--- src/rtl/dmem_bus_arbiter_pkg.sv ---
// Shared definitions for the data-memory bus arbiter: owner and FSM state
// encodings plus the default IO-select bit and lock hold limit.
package dmem_bus_arbiter_pkg;

   localparam int IO_BIT_DEFAULT   = 7;
   localparam int MAX_HOLD_DEFAULT = 4;

   typedef enum logic [1:0] {
      OWN_NONE = 2'b00,
      OWN_M0   = 2'b01,
      OWN_M1   = 2'b10
   } owner_t;

   typedef enum logic [1:0] {
      IDLE   = 2'b00,
      ACCESS = 2'b01,
      RESP   = 2'b10
   } state_t;

endpackage

--- src/rtl/dmem_bus_arbiter_rr_pick2.sv ---
// Combinational two-way round-robin picker: a lone requester wins, and on a
// tie the master that was not served last wins.
module rr_pick2
   import dmem_bus_arbiter_pkg::*;
(
   input  logic       req0,
   input  logic       req1,
   input  logic [1:0] last,
   output logic [1:0] grant
);

   always_comb begin
      grant = OWN_NONE;
      if (req0 && req1) begin
         grant = (last == OWN_M0) ? OWN_M1 : OWN_M0;
      end else if (req0) begin
         grant = OWN_M0;
      end else if (req1) begin
         grant = OWN_M1;
      end
   end

endmodule

--- src/rtl/dmem_bus_arbiter.sv ---
// Two-master arbiter for the shared data RAM / IO bus: round-robin grant,
// optional bounded locking, IO/RAM write-strobe decode and read-data return.
module dmem_bus_arbiter
   import dmem_bus_arbiter_pkg::*;
#(
   parameter int IO_BIT   = IO_BIT_DEFAULT,
   parameter int MAX_HOLD = MAX_HOLD_DEFAULT
) (
   input  logic        clock,
   input  logic        reset,
   input  logic        m0_req,
   input  logic        m0_we,
   input  logic        m0_lock,
   input  logic [31:0] m0_addr,
   input  logic [31:0] m0_wdata,
   output logic        m0_ack,
   output logic [31:0] m0_rdata,
   input  logic        m1_req,
   input  logic        m1_we,
   input  logic        m1_lock,
   input  logic [31:0] m1_addr,
   input  logic [31:0] m1_wdata,
   output logic        m1_ack,
   output logic [31:0] m1_rdata,
   output logic [31:0] bus_addr,
   output logic [31:0] bus_wdata,
   output logic        bus_mem_we,
   output logic        bus_io_we,
   input  logic [31:0] mem_rdata,
   input  logic [31:0] io_rdata,
   output logic [1:0]  owner
);

   localparam int HOLD_W = (MAX_HOLD > 2) ? $clog2(MAX_HOLD) : 1;
   localparam logic [HOLD_W-1:0] HOLD_LAST = HOLD_W'(MAX_HOLD - 1);

   state_t            state_q, state_d;
   owner_t            owner_q, owner_d;
   owner_t            last_q, last_d;
   logic [HOLD_W-1:0] hold_q, hold_d;

   logic [1:0]  pick_last;
   logic [1:0]  grant;
   logic        sel_m1;
   logic        sel_req;
   logic        sel_we;
   logic        sel_lock;
   logic [31:0] sel_addr;
   logic [31:0] sel_wdata;
   logic [31:0] sel_rdata;

   // Arbitration out of RESP treats the master just served as `last`, so the
   // register update and the pick in that cycle agree.
   assign pick_last = (state_q == RESP) ? owner_q : last_q;

   rr_pick2 u_pick (
      .req0  (m0_req),
      .req1  (m1_req),
      .last  (pick_last),
      .grant (grant)
   );

   assign sel_m1    = (owner_q == OWN_M1);
   assign sel_req   = sel_m1 ? m1_req   : m0_req;
   assign sel_we    = sel_m1 ? m1_we    : m0_we;
   assign sel_lock  = sel_m1 ? m1_lock  : m0_lock;
   assign sel_addr  = sel_m1 ? m1_addr  : m0_addr;
   assign sel_wdata = sel_m1 ? m1_wdata : m0_wdata;
   assign sel_rdata = sel_addr[IO_BIT] ? io_rdata : mem_rdata;

   // NOTE: every variable gets a default before the case so no path leaves it
   // unassigned; a missing default would infer a latch.
   always_comb begin
      state_d = state_q;
      owner_d = owner_q;
      last_d  = last_q;
      hold_d  = hold_q;
      case (state_q)
         IDLE: begin
            if (grant != OWN_NONE) begin
               state_d = ACCESS;
               owner_d = owner_t'(grant);
            end
         end
         ACCESS: state_d = RESP;
         RESP: begin
            last_d = owner_q;
            if (sel_lock && sel_req && (hold_q < HOLD_LAST)) begin
               state_d = ACCESS;
               hold_d  = hold_q + HOLD_W'(1);
            end else begin
               hold_d = '0;
               if (grant != OWN_NONE) begin
                  state_d = ACCESS;
                  owner_d = owner_t'(grant);
               end else begin
                  state_d = IDLE;
                  owner_d = OWN_NONE;
               end
            end
         end
         default: begin
            state_d = IDLE;
            owner_d = OWN_NONE;
         end
      endcase
   end

   // NOTE: sequential state uses non-blocking assignments so every register
   // samples the pre-edge values regardless of statement order.
   always_ff @(posedge clock) begin
      if (reset) begin
         state_q <= IDLE;
         owner_q <= OWN_NONE;
         last_q  <= OWN_M1;
         hold_q  <= '0;
      end else begin
         state_q <= state_d;
         owner_q <= owner_d;
         last_q  <= last_d;
         hold_q  <= hold_d;
      end
   end

   always_comb begin
      m0_ack     = 1'b0;
      m0_rdata   = '0;
      m1_ack     = 1'b0;
      m1_rdata   = '0;
      bus_addr   = '0;
      bus_wdata  = '0;
      bus_mem_we = 1'b0;
      bus_io_we  = 1'b0;
      owner      = owner_q;
      case (state_q)
         ACCESS: begin
            bus_addr  = sel_addr;
            bus_wdata = sel_wdata;
            if (sel_we) begin
               bus_mem_we = ~sel_addr[IO_BIT];
               bus_io_we  = sel_addr[IO_BIT];
            end
         end
         RESP: begin
            bus_addr  = sel_addr;
            bus_wdata = sel_wdata;
            if (sel_m1) begin
               m1_ack   = 1'b1;
               m1_rdata = sel_rdata;
            end else begin
               m0_ack   = 1'b1;
               m0_rdata = sel_rdata;
            end
         end
         default: ;
      endcase
   end

endmodule

--- config.mk ---
export PLATFORM = sky130hd
export DESIGN_NAME = dmem_bus_arbiter
export DESIGN_NICKNAME = d
export VERILOG_FILES = /design/src/rtl/dmem_bus_arbiter_pkg.sv /design/src/rtl/dmem_bus_arbiter_rr_pick2.sv /design/src/rtl/dmem_bus_arbiter.sv
export SDC_FILE = /design/constraint.sdc
export NUM_CORES = 1
export LEC_CHECK = 0
export ABC_AREA = 1
export ABC_CLOCK_PERIOD_IN_PS = 4200
export CORE_AREA = 4 4 128 130
export CTS_CLUSTER_DIAMETER = 200
export CTS_CLUSTER_SIZE = 12
export DETAILED_ROUTE_END_ITERATION = 8
export DIE_AREA = 0 0 132 134
export PLACE_DENSITY = 0.56
export SETUP_SLACK_MARGIN = 0.2
export SLEW_MARGIN = 20
export SYNTH_ARGS = -nofsm -noshare
export SYNTH_HDL_FRONTEND = slang
export SYNTH_SLANG_ARGS = --single-unit
--- constraint.sdc ---
create_clock -name clock -period 4.2 [get_ports clock]
set_clock_uncertainty 0.15 [all_clocks]
set_input_delay 0.84 -clock clock [delete_from_list [all_inputs] [get_ports clock]]
set_output_delay 0.84 -clock clock [all_outputs]
set_load 0.01 [all_outputs]
Yosys cells after proc, flatten, opt, wreduce, memory -nomap -nowiden
Index checks and enable logic that the tools add are counted.
Widths: inputs -> output; s select.
Word-level totals
  register bits after elaboration: 8
  input port bits: 200
  output and inout port bits: 134
Cells by class
  add/subtract/negate cells: 1
  magnitude comparators: 1
  equality and inequality tests: 6
  mux-type cells: 34
  bitwise operators: 2
  reduce and logical (&&, ||, !) cells: 7
Operators with widths (count)
  $mux 32: 9
  $mux 2: 10
  $mux 1: 13
  $pmux 2 s3: 2
  $eq 2x1->1 const B: 2
  $eq 2x2->1 const B: 2
  $ne 2x2->1 const B: 2
  $logic_and 1x1->1: 3
  $reduce_and 3->1: 1
  $add 2x1->2 const B: 1
  $logic_not 2->1: 1
  $lt 2x2->1 const B: 1
  $not 1->1: 2
  $reduce_bool 2->1: 1
  $reduce_or 2->1: 1

Depth between registers and ports, before layout
Gate-level depths: netlist of run 1.
  depth after elaboration: 9
  mapped depth: 9

By module
From an unflattened synthesis of run 1, not the netlist that was laid out.
Unflattened totals
  cell total of the unflattened synthesis: 439
  area, all modules: 2232.1 um^2
Modules (own cells, without submodules)
  dmem_bus_arbiter: times used 1, cells each 429, area an instance 2193.4 um^2
  rr_pick2: times used 1, cells each 10, area an instance 38.8 um^2

Worst setup path after synthesis of run 1
OpenSTA, ideal clock, no wires.
  path kind: input to output
  start point: in m0_addr[7]
  end point: out m0_rdata[10]
  data arrival time: 1.518 ns
  required time: 3.210 ns
  path slack: 1.692 ns
  stages on the path: 6
  path through: nand2_1 -> nand2_4 -> inv_2 -> buf_6 -> o21ai_2 -> nor2_1
On the way
  word-level cells in the longest chain between the ends: 4
RTL lines
  start, declared: RTL line dmem_bus_arbiter.sv:14  | input logic [31:0] m0_addr,
  $mux 32: RTL line dmem_bus_arbiter.sv:67  | assign sel_addr = sel_m1 ? m1_addr : m0_addr;
  $mux 32: RTL line dmem_bus_arbiter.sv:69  | assign sel_rdata = sel_addr[IO_BIT] ? io_rdata : mem_rdata;
  $mux 32: RTL line dmem_bus_arbiter.sv:147  | if (sel_m1) begin
  $mux 32: RTL line dmem_bus_arbiter.sv:135  | case (state_q)
  end, declared: RTL line dmem_bus_arbiter.sv:17  | output logic [31:0] m0_rdata,
No other way between the ends.

Final worst setup path of run 1
  start point: in m1_addr[7]
  end point: out m0_rdata[31]
On the way
  word-level cells in the longest chain between the ends: 4
RTL lines
  start, declared: RTL line dmem_bus_arbiter.sv:21  | input logic [31:0] m1_addr,
  $mux 32: RTL line dmem_bus_arbiter.sv:67
  $mux 32: RTL line dmem_bus_arbiter.sv:69
  $mux 32: RTL line dmem_bus_arbiter.sv:147
  $mux 32: RTL line dmem_bus_arbiter.sv:135
No other way between the ends.

==> impl_results.md, run 1 <==
- Status: completed
- Clock Latency Late Sink: 0.23 ns
- Slew HR: 31.65%
- Commonest non-fill, non-tap cell in the layout: clkdlybuf4s50_1
- Hold buffers post-CTS: 0
- Share of cells above drive strength 1: 6.452%
- Total GRT Usage: 14.46%
- Row cnt: 45
- CP endpoint kind: primary output
- Post-synthesis sequential area ratio: 7.248%
- Mapped Cells: 434
- ANT cells: 0
- Largest net degree at the start of global routing: 66
- Final period utilization: 89.43%
- Hold_ws: 0.3144 ns
- Routed WL per cell: 15.28 um
- RSZ-0062 raised after global routing: false
- H-Tree Depth: 1
- TritonCTS Buffers: 3
- Routability cong.: 0.7781
- Initial core utilization: 14.59%
- Fill count: 1626
- Die Height: 134 um
- Core area: 15150 sq um
- Final setup viols: 0
- Die footprint: 17690 sq um
- Max-Cap Viols: 0
- Maximum vdd drop: 131.9 uV
- Final hold vios: 0
- Via count: 3896
- CP Class: primary input to primary output
- Most frequent cells in the layout: clkdlybuf4s50_1 (333), nor2_1 (207), o21ai_0 (69), or2_1 (29), o21ai_2 (29)
- TNS Setup: 0 ns
- Crit-path max FO: 24
- Critical path data arrival time: 2.77 ns
- GRT overflow: 0
- Post-CTS setup repair buffer count: 0
- Mapped Nets: 639
- Die Width: 132 um
- First-pass GRT wire length: 20980 um
- Tightest Pin Transition: 1.024 ns
- Ports: 334
- CP max stage delay: 0.57 ns
- Clk buf depth: 2
- Cell family with most CP delay: buffers and inverters
- Most used cell, CP: clkdlybuf4s50_1
- Worst min path class: flop to flop
- Req. time, crit path: 3.21 ns
- CTS Sinks: 8
- Crit start category: primary input
- Slowest-stage cell, CP: clkdlybuf4s50_1
- Mapped Avg Cell Area: 5.091 sq um
- Final Worst Setup Slack: 0.4440 ns
- # port buffers: 333
- CTS tree: yes
- Clock root buffer: clkbuf_16
- Lkg Pwr: 2.170 nW
- Pins Over Slew Limit: 0
- Fmax: 0.2662 GHz
- CTS clk-pin slew, worst paths: 0.04 ns
- Post-Syn Area: 2210 sq um
- DP HPWL: 11780 um
- Cell breakdown of the critical path: clkdlybuf4s50_1 -> nand2_1 -> nand2_4 -> buf_4 -> or2_2 -> o21ai_0 -> nor2_1 -> clkdlybuf4s50_1
- Layout Nets: 951
- Via-to-Cell Ratio: 4.180
- Routed Antenna Nets: 0
- Pre-antenna DRT Iters: 4
- Number of global-route vias before repair: 3835
- Worst Path Buf+Inv: 3
- Post-synthesis register bit count: 8
- DRC Markers: 0
- Pwr/cell area: 273.9 nW/um^2
- Synth warnings: 0
- Syn-to-layout area delta: 160.2%
- # resized after CTS: 0
- Routed WL: 14250 um
- Initial antenna violation count: 0
- Post-Place Worst Slack: 0.4224 ns
- Post-layout min period: 3.756 ns
- First-iteration detailed-routing DRC count: 85
- Synth cell types: 21
[layout make-up]
| type | count | area, sq um | share of cell area (%) |
|---|---|---|---|
| Timing Repair Buffer | 340 | 3411 | 59.31 |
| Multi-Input combinational cell | 377 | 1809 | 31.46 |
| Tap cell | 188 | 235.2 | 4.091 |
| Sequential cell | 8 | 160.2 | 2.785 |
| Clock buffer | 3 | 75.07 | 1.305 |
| Inverter | 16 | 60.06 | 1.044 |
[synthesized netlist by cell type]
master    count  share of area (%)
ha_1          5                2.8
a21oi_1       6                1.4
o21ai_2      29                 11
inv_1        13                2.2
o21a_1        1               0.34
nand2_1      21                3.6
o21ai_0      69                 16
nor2_1      207                 35
nand4_1       1               0.28
buf_6         6                3.1
or2_2         3               0.85
buf_1         1               0.17
a211oi_1      1               0.34
buf_2        15                3.4
clkbuf_1     11                1.9
nor2_2        1               0.28
inv_2         3               0.51
nand2_4       1               0.51
dfxtp_1       8                7.2
nand3_1       3               0.68
or2_1        29                8.2
[layer usage]
metal,GRT usage [%],up-vias,part of all wire (%)
li1,-,1992,-
met1,16.98,1677,41
met2,26.74,221,49
met3,4.539,6,9.7
met4,1.342,0,0.62
met5,0,-,0
[through the flow]
stage	utilization [%]	cell area (sq um)	instances	total power, W
after floorplan	-	2210	434	0.0007135
after global placement	37.47	5675	929	0.001435
after detailed placement	37.47	5675	929	0.001422
after CTS	37.97	5751	932	0.001594
after global routing	37.97	5751	932	0.001703
final	37.97	5751	932	0.001575
[registers in the layout, indices dropped and copies added, names as in the netlist]
| name | flops |
|---|---|
| last_q | 2 |
| state_q | 2 |
| hold_q | 2 |
| owner | 2 |
[final timing paths]
check                           cells after the start              startpoint  slack [ns]                     end
worst max-delay path                                8              m1_addr[7]        0.44            m0_rdata[31]
worst min-delay path                                2  hold_q[0]$_SDFFE_PP0P_        0.31  hold_q[0]$_SDFFE_PP0P_
worst max register to register                      8   owner[0]$_SDFFE_PP0P_        2.23   owner[1]$_SDFFE_PP0P_
worst min register to register                      2  hold_q[0]$_SDFFE_PP0P_        0.31  hold_q[0]$_SDFFE_PP0P_
[where the power goes]
group          total (W)  internal (W)  leakage, nW  switching [W]
sequential     0.0000985     0.0000868       0.0656      0.0000117
clock           0.000160      0.000123       0.0370      0.0000369
combinational    0.00132      0.000675         2.07       0.000642
total            0.00158      0.000885         2.17       0.000690
[worst reg2reg max path: stages, from the launching register on]
cell     delay, ns
dfxtp_1       0.46
inv_2         0.08
nand2_2       0.10
buf_4         0.47
nand2_1       0.15
nand3_1       0.15
nand2_1       0.11
a21oi_1       0.14
nor2_1        0.05
[kinds of logic (layout without fill, tap and decap cells)]
family                     count (synthesis)  in the layout  synth area share, %
AOI/OAI and AO/OA                        106            106                29.16
adders and majority gates                  5              5                2.831
buffers and inverters                     49            359                11.21
DFF                                        8              8                7.248
and+or+nand+nor                          266            266                49.55
Power figures use the tool's default switching activity.
==> run 2: changes to the inputs <==
CELL_PAD_IN_SITES_DETAIL_PLACEMENT = 1   (was not set)
CELL_PAD_IN_SITES_GLOBAL_PLACEMENT = 1   (was not set)
CORE_AREA = not set   (was 4 4 128 130)
CORE_ASPECT_RATIO = 0.7   (was not set)
CORE_MARGIN = 4   (was not set)
CORE_UTILIZATION = 13   (was not set)
DIE_AREA = not set   (was 0 0 132 134)
PLACE_DENSITY = 0.86   (was 0.56)
==> run 2 against run 1 <==
Against the previous run:
- critical path depth unchanged
- clock-buffer cell count is the same
- sequential cell count did not move
- maximum frequency shrank 2.8%
- sequential share of layout area is essentially flat
- via count is 2.5% higher
- die area up 8.4%
- utilization shrank 2.7 points
- hold slack improved by 0.0059 ns
==> impl_results.md, run 2 (synthesis gave the netlist of run 1 again) <==
- Share of cells above drive strength 1: 6.595%
- TNS Setup: 0 ns
- H-Tree Depth: 1
- Layout Nets: 950
- Crit-path max FO: 22
- Core area: 16490 sq um
- Cell family with most CP delay: buffers and inverters
- Maximum vdd drop: 175.4 uV
- Hold_ws: 0.3203 ns
- CP Class: primary input to primary output
- Lkg Pwr: 2.174 nW
- Initial antenna violation count: 0
- First-pass GRT wire length: 22780 um
- Commonest non-fill, non-tap cell in the layout: clkdlybuf4s50_1
- CP endpoint kind: primary output
- Max-Cap Viols: 0
- Clk buf depth: 2
- Path depth of the worst reg2reg path: 8
- Most frequent cells in the layout: clkdlybuf4s50_1 (333), nor2_1 (207), o21ai_0 (69), or2_1 (29), o21ai_2 (29)
- Die Height: 117.1 um
- Req. time, crit path: 3.21 ns
- Final hold vios: 0
- Routed WL per cell: 16.24 um
- Worst Hold Path EP: last_q[0]$_SDFF_PP0_
- Post-CTS setup repair buffer count: 0
- Pwr/cell area: 277.1 nW/um^2
- Fmax: 0.2589 GHz
- Worst path depth: 8
- Via count: 3992
- First-iteration detailed-routing DRC count: 160
- Hold buffers post-CTS: 0
- Fill count: 2117
- Pre-antenna DRT Iters: 4
- Worst min path class: flop to flop
- RSZ-0062 raised after global routing: false
- Routed WL: 15720 um
- Worst Path Buf+Inv: 4
- CTS tree: yes
- CTS clk-pin slew, worst paths: 0.03 ns
- Number of global-route vias before repair: 4248
- Row cnt: 39
- Pins Over Slew Limit: 0
- # resized after CTS: 0
- Die Width: 163.8 um
- Clock root buffer: clkbuf_16
- Final period utilization: 91.97%
- Crit start category: primary input
- Critical path data arrival time: 2.87 ns
- Post-layout min period: 3.863 ns
- CP max stage delay: 0.61 ns
- Via-to-Cell Ratio: 4.124
- Cell breakdown of the critical path: clkdlybuf4s50_1 -> nand2_1 -> nand2_4 -> inv_2 -> buf_12 -> o21ai_2 -> nor2_1 -> clkdlybuf4s50_1
- Ports: 334
- Slew HR: 57.80%
- Syn-to-layout area delta: 163.4%
- DRC Markers: 0
- Status: completed
- Min-delay src: last_q[0]$_SDFF_PP0_
- Overall power: 0.001613 W
- Total GRT Usage: 14.74%
- Final setup viols: 0
- ANT cells: 0
- DP HPWL: 13200 um
- Tightest Pin Transition: 0.6317 ns
- # port buffers: 333
- Largest net degree at the start of global routing: 66
- Clock Latency Late Sink: 0.23 ns
- Layout Utilization: 35.29%
- Most used cell, CP: clkdlybuf4s50_1
- GRT overflow: 0
- Reg2reg start: owner[0]$_SDFFE_PP0P_
- R2R Setup Slk: 2.45 ns
- Slowest-stage cell, CP: clkdlybuf4s50_1
- Hold Path Depth: 2
- CTS Sinks: 8
- Die footprint: 19180 sq um
- Routability cong.: 0.7905
- TritonCTS Buffers: 3
- Initial core utilization: 13.40%
- R2r endpoint: owner[0]$_SDFFE_PP0P_
- Routed Antenna Nets: 0
-- run 2: cell count changes in the layout (fill, tap and decap cells not counted), sizes merged --
cell      previous run  this run
buf                  7         6
clkinvlp             0         1
inv                 16        15
-- run 2: where the power goes --
part / leakage (nW) / switching, W / total [W] / internal [W]
combinational: 2.07 / 0.000661 / 0.00135 / 0.000692
sequential: 0.0656 / 0.0000132 / 0.000100 / 0.0000868
clock: 0.0370 / 0.0000372 / 0.000160 / 0.000123
-- run 2: worst max-delay path by stage --
stage | from | endpoint | slack, ns
4_1_cts | m0_addr[7] | m1_rdata[22] | 0.33
6_report | m0_addr[7] | m1_rdata[22] | 0.34
5_1_grt | state_q[0]$_SDFFE_PP0P_ | m1_rdata[22] | 0.24
3_3_place_gp | m0_addr[7] | m0_rdata[15] | 0.40
3_5_place_dp | m0_addr[7] | m1_rdata[22] | 0.35
2_1_floorplan | m0_addr[7] | m0_rdata[10] | 1.69
-- run 2: layout make-up --
| cell class | instances | area, sq um | area share, % |
|---|---|---|---|
| Clock buffer | 3 | 75.07 | 1.290 |
| Inverter | 16 | 63.81 | 1.096 |
| Multi-Input combinational cell | 377 | 1812 | 31.13 |
| Sequential cell | 8 | 160.2 | 2.752 |
| Tap cell | 225 | 281.5 | 4.837 |
| Timing Repair Buffer | 339 | 3428 | 58.90 |
-- run 2: through the flow --
stage               std cells  instance area (sq um)  setup WS [ns]
detailed placement        965                   5742         0.3493
global route              968                   5821         0.2380
global placement          965                   5742         0.3955
CTS                       968                   5817         0.3336
finish                    968                   5821         0.3372
floorplan                 434                   2210          1.692
-- run 2: routing by layer --
layer	up-vias	track usage, %	part of all wire [%]
met1	1833	18.02	41
met2	143	26.60	50
met3	24	3.675	6.1
li1	1992	-	-
met5	-	0	0
met4	0	2.905	2.1
-- run 2: tightest hold or removal path, stage by stage, from the launching register on --
cell and delay [ns]:
dfxtp_1 0.29, nand2_1 0.07, a21oi_1 0.06
==> run 3: changes to the inputs <==
CORE_UTILIZATION = 14   (was 13)
PLACE_DENSITY = 0.91   (was 0.86)
SKIP_CTS_REPAIR_TIMING = 1   (was not set)
SYNTH_HIERARCHICAL = 1   (was not set)
==> run 3 against run 2 <==
Against the previous run:
- area after synthesis increased by 1.0%
- via count increased by 1.7%
- critical path depth unchanged
- critical endpoint is now m1_rdata[9]
- largest cell class unchanged
==> impl_results.md, run 3 <==
- Die Height: 113.6 um
- Most used cell, CP: clkdlybuf4s50_1
- TritonCTS Buffers: 3
- Maximum vdd drop: 191.0 uV
- Commonest non-fill, non-tap cell in the layout: clkdlybuf4s50_1
- GRT overflow: 0
- Most frequent cells in the layout: clkdlybuf4s50_1 (333), nor2_1 (204), o21ai_0 (72), or2_1 (29), o21ai_2 (29)
- Row cnt: 38
- Clk buf depth: 2
- Post-synthesis sequential area ratio: 7.175%
- Largest net degree at the start of global routing: 53
- Most frequent cells after synthesis: nor2_1 (204), o21ai_0 (72), o21ai_2 (29), or2_1 (29), nand2_1 (24)
- Cell family with most CP delay: buffers and inverters
- Fmax: 0.2652 GHz
- Final period utilization: 89.77%
- Post-Syn Area: 2232 sq um
- Critical path data arrival time: 2.78 ns
- RSZ-0062 raised after global routing: false
- Met3 GRT Util: 4.514%
- Final setup viols: 0
- Status: completed
- Placed cell areas: 5752 sq um
- GR Util met2: 31.60%
- Syn-to-layout area delta: 161.0%
- Synth cell types: 21
- Post-synthesis register bit count: 8
- Initial antenna violation count: 0
- Number of synthesized flops with an enable pin: 0
- Layout Nets: 959
- DRC Markers: 0
- Worst Path Buf+Inv: 4
- CP Class: primary input to primary output
- Max-Cap Viols: 0
- CP max stage delay: 0.57 ns
- CTS tree: yes
- Synth top area share: 34.30%
- Routed Antenna Nets: 0
- Die footprint: 18060 sq um
- Number of global-route vias before repair: 4282
- Core area: 15550 sq um
- Tightest Pin Transition: 0.5169 ns
- Mapped Nets: 644
- Area contributors post-synth: nor2_1 (34%), o21ai_0 (16%), o21ai_2 (11%)
- Via count: 4061
- Ports: 334
- H-Tree Depth: 1
- Slowest-stage cell, CP: clkdlybuf4s50_1
- TNS Setup: 0 ns
- Finished Cell Area: 5827 sq um
- Final hold vios: 0
- Cell with the most instances after synthesis: nor2_1
- Synth area leader: nor2_1
- Initial core utilization: 14.36%
- Post-Place Worst Slack: 0.4090 ns
- Slew HR: 65.54%
- Internal power: 0.001068 W
- Ys flop type: dfxtp_1
- Routed WL per cell: 16.59 um
- First-pass GRT wire length: 23770 um
- ANT cells: 0
- Worst min path class: flop to flop
- DP HPWL: 13410 um
- Req. time, crit path: 3.21 ns
- Routed WL: 15800 um
- Share of cells above drive strength 1: 7.048%
- Lkg Pwr: 2.202 nW
- GR peak layer: met2
- Pre-antenna DRT Iters: 4
- First-iteration detailed-routing DRC count: 120
- Pwr/cell area: 338.6 nW/um^2
- CP endpoint kind: primary output
- Die Width: 158.9 um
- Total GRT Usage: 16.38%
- Crit start category: primary input
- Sequential power share: 5.5%
- Crit-path max FO: 16
- Pins Over Slew Limit: 0
- GR Util met1: 18.55%
- # port buffers: 333
- Comb pwr share: 86.3%
- CTS Sinks: 8
- Clk pwr share: 8.3%
- Clock Latency Late Sink: 0.23 ns
- Via-to-Cell Ratio: 4.266
- Final Worst Setup Slack: 0.4296 ns
- Routability cong.: 0.8305
- Post-layout min period: 3.770 ns
- Mapped Avg Cell Area: 5.085 sq um
- Async set or reset register ratio after synthesis: 0%
- Synth warnings: 6
- Clock root buffer: clkbuf_16
- CTS clk-pin slew, worst paths: 0.04 ns
- Cell breakdown of the critical path: clkdlybuf4s50_1 -> nand2_1 -> nand2_4 -> inv_2 -> buf_4 -> o21ai_2 -> nor2_1 -> clkdlybuf4s50_1
- Switch share: 45.87%
- Mapped Cells: 439
- Switching power total: 0.0009048 W
## run 3: per-stage QoR
stage	cells	util [%]	hold WS [ns]	total power (W)
global route	952	37.48	0.3369	0.002157
global placement	949	37.00	0.2873	0.001810
floorplan	439	-	0.2743	0.0008959
finish	952	37.48	0.3067	0.001973
detailed placement	949	37.00	0.3045	0.001837
CTS	952	37.48	0.3143	0.002016
## run 3: final cells by class
class	count	area [sq um]
flip-flops and latches	8	160.2
fillers	1956	9721
multi-input cells	382	1836
inverters	16	60.06
repair buffers	343	3446
clock buffers	3	75.07
well taps	200	250.2
## run 3: power by group through the flow
stage          sequential (W)  clock, W  combinational [W]
3_3_place_gp         0.000108         0            0.00170
4_1_cts              0.000108  0.000169            0.00174
5_1_grt              0.000111  0.000170            0.00188
2_1_floorplan        0.000106         0           0.000790
3_5_place_dp         0.000109         0            0.00173
6_report             0.000108  0.000163            0.00170
## run 3: kinds of logic after synthesis
| kind of cell | Yosys count | synth area share, % |
|---|---|---|
| and+or+nand+nor | 270 | 50.00 |
| AOI/OAI and AO/OA | 107 | 28.98 |
| buffers and inverters | 49 | 11.04 |
| DFF | 8 | 7.175 |
| adders and majority gates | 5 | 2.803 |
## run 3: worst register-to-register path: stages (launching register included)
cell and delay [ns]:
dfxtp_1 0.36, inv_1 0.09, ha_1 0.26, inv_1 0.20, nand2_1 0.11, nand2_1 0.07
inv_1 0.05, nand2_1 0.06, nand2_1 0.05, nand2_1 0.10, nor2_1 0.08, a21oi_1 0.27
nand2_1 0.09, inv_1 0.07, nor2_1 0.04, nor2_1 0.09
## run 3: final timing paths
check	startpoint	end	slack (ns)	cells past startpoint
worst max-delay path	m1_addr[7]	m1_rdata[9]	0.43	8
worst min-delay path	last_q[1]$_SDFF_PP1_	last_q[1]$_SDFF_PP1_	0.31	2
worst max register to register	state_q[0]$_SDFFE_PP0P_	owner[0]$_SDFFE_PP0P_	2.01	15
worst min register to register	last_q[1]$_SDFF_PP1_	last_q[1]$_SDFF_PP1_	0.31	2
## run 3: routing by layer
metal | wire (um) | vias to the layer above
met2 | 8193 | 154
met1 | 6367 | 1874
met3 | 1103 | 10
li1 | - | 2023
met5 | 0 | -
met4 | 133 | 0
==> RTL edit (settings of run 2) <==
The package constant `MAX_HOLD_DEFAULT` goes from 4 to 8.
--- a/src/rtl/dmem_bus_arbiter_pkg.sv
+++ b/src/rtl/dmem_bus_arbiter_pkg.sv
@@ -4,5 +4,5 @@
 
    localparam int IO_BIT_DEFAULT   = 7;
-   localparam int MAX_HOLD_DEFAULT = 4;
+   localparam int MAX_HOLD_DEFAULT = 8;
 
    typedef enum logic [1:0] {
Check against the original RTL: not equivalent (a bounded check fails within 10 cycles, from zero or initial values and one cycle with reset high).
==> RTL edit against run 2 <==
Design area rose by 1.4%. Worst setup slack improved by 0.026 ns. Fmax rose by 0.68%. Sequential cell count rose by 1. Synthesized area rose by 1.6%. Total power fell by 15%. Wire length rose by 0.30%. Register-to-register slack got worse by 0.03 ns.
==> RTL edit: results (changes against run 2) <==
Leak pwr -> 2.19 nW (+0.91%)
Layout Cells excl Fill -> 977 (+0.93%)
Post-synthesis compound-gate area fraction -> 0.295 (+0.00365)
Outcome -> finished clean
Mapped Nets -> 644 (+0.78%)
Setup slack, reg-to-reg -> 2.42 ns (-0.03 ns)
DR iter-0 viols -> 115 (-28%)
Cell Count Post-Placement -> 973 (+0.83%)
Tot GR Track Use -> 0.150 (+0.00245)
Share of layout cells above drive strength 1 -> 0.0625 (-0.00345)
First-pass GRT wire length -> 23,300 um (+2.4%)
Tightest Pin Transition -> 1.02 ns (+0.392 ns)
Area contributors post-synth -> nor2_1, o21ai_0, o21ai_2, or2_1, dfxtp_1
Post-Synthesis Cells -> 439 (+1.2%)
HPWL after DPL -> 13,500 um (+2.2%)
Final net count -> 958 (+0.84%)
Sequential fraction of the synthesis area -> 0.0802 (+0.00774)
Number of distinct library cells after synthesis -> 24 (+14%)
Worst-path fanout max -> 13 (-41%)
Adder-cell share of the synthesized area -> 0.0279 (-0.000457)
Vias in the first global route -> 4,187 (-1.4%)
Avg WL per Cell -> 16.1 um (-0.62%)
Crit path DAT -> 2.85 ns (-0.02 ns)
Via/cell ratio -> 4.13 (+0.12%)
GP Congestion -> 0.768 (-2.8%)
RTL edit: cell types whose count changed in the layout (fill, tap and decap cells not counted), sizes merged, moves of 2 or more:
| cell | run 2 | this run |
|---|---|---|
| buf | 6 | 11 |
| o21a | 1 | 3 |
| nor2 | 208 | 203 |
| nand2 | 22 | 24 |
| and2 | 0 | 2 |
RTL edit: stage by stage:
stage	instance area (um^2)	worst slack, ns	hold WS, ns
final	5900	0.363	0.333
after global routing	5900	0.246	0.364
after CTS	5900	0.336	0.337
after detailed placement	5830	0.346	0.330
after global placement	5830	0.366	0.315
after floorplan	2250	1.57	0.290
RTL edit: final timing paths:
kind	startpoint	cells past startpoint	endpoint
worst max-delay path	m0_addr[7]	8	m0_rdata[1]
worst min-delay path	last_q[0]	2	last_q[0]
worst max register to register	state_q[0]	10	owner[0]
worst min register to register	last_q[0]	2	last_q[0]
RTL edit: area by class of cell:
cell class                 instances  area [um^2]
fill                            2059        10700
timing repair buffer             344         3480
multi-input combinational        381         1830
tap                              225          282
sequential                         9          180
clock buffer                       4         78.8
inverter                          14         52.6
RTL edit: cells by family (layout without fill, tap and decap cells):
family,after synthesis,count (layout)
fa+ha+maj,5,5
simple gates,267,267
flops,9,9
buf+inv,49,362
compound gates,109,109
RTL edit: per-layer routing:
layer	wire (um)	global-route usage
met4	86	0.0171
met1	6370	0.175
met3	1530	0.0476
met5	0	0
met2	7780	0.274
RTL edit: where the power goes:
group	switching (mW)	internal (mW)
Clock	0.0462	0.127
Combinational	0.512	0.577
Sequential	0.00965	0.0937
Total	0.568	0.798
RTL edit: worst register-to-register path: stages, from the launching register on:
cell	delay (ns)
dfxtp_1	0.34
inv_1	0.09
ha_1	0.38
inv_1	0.18
nand2_1	0.09
and2_1	0.16
nand3_1	0.08
nand2_1	0.06
inv_1	0.03
nor2_1	0.07
nor2_1	0.05
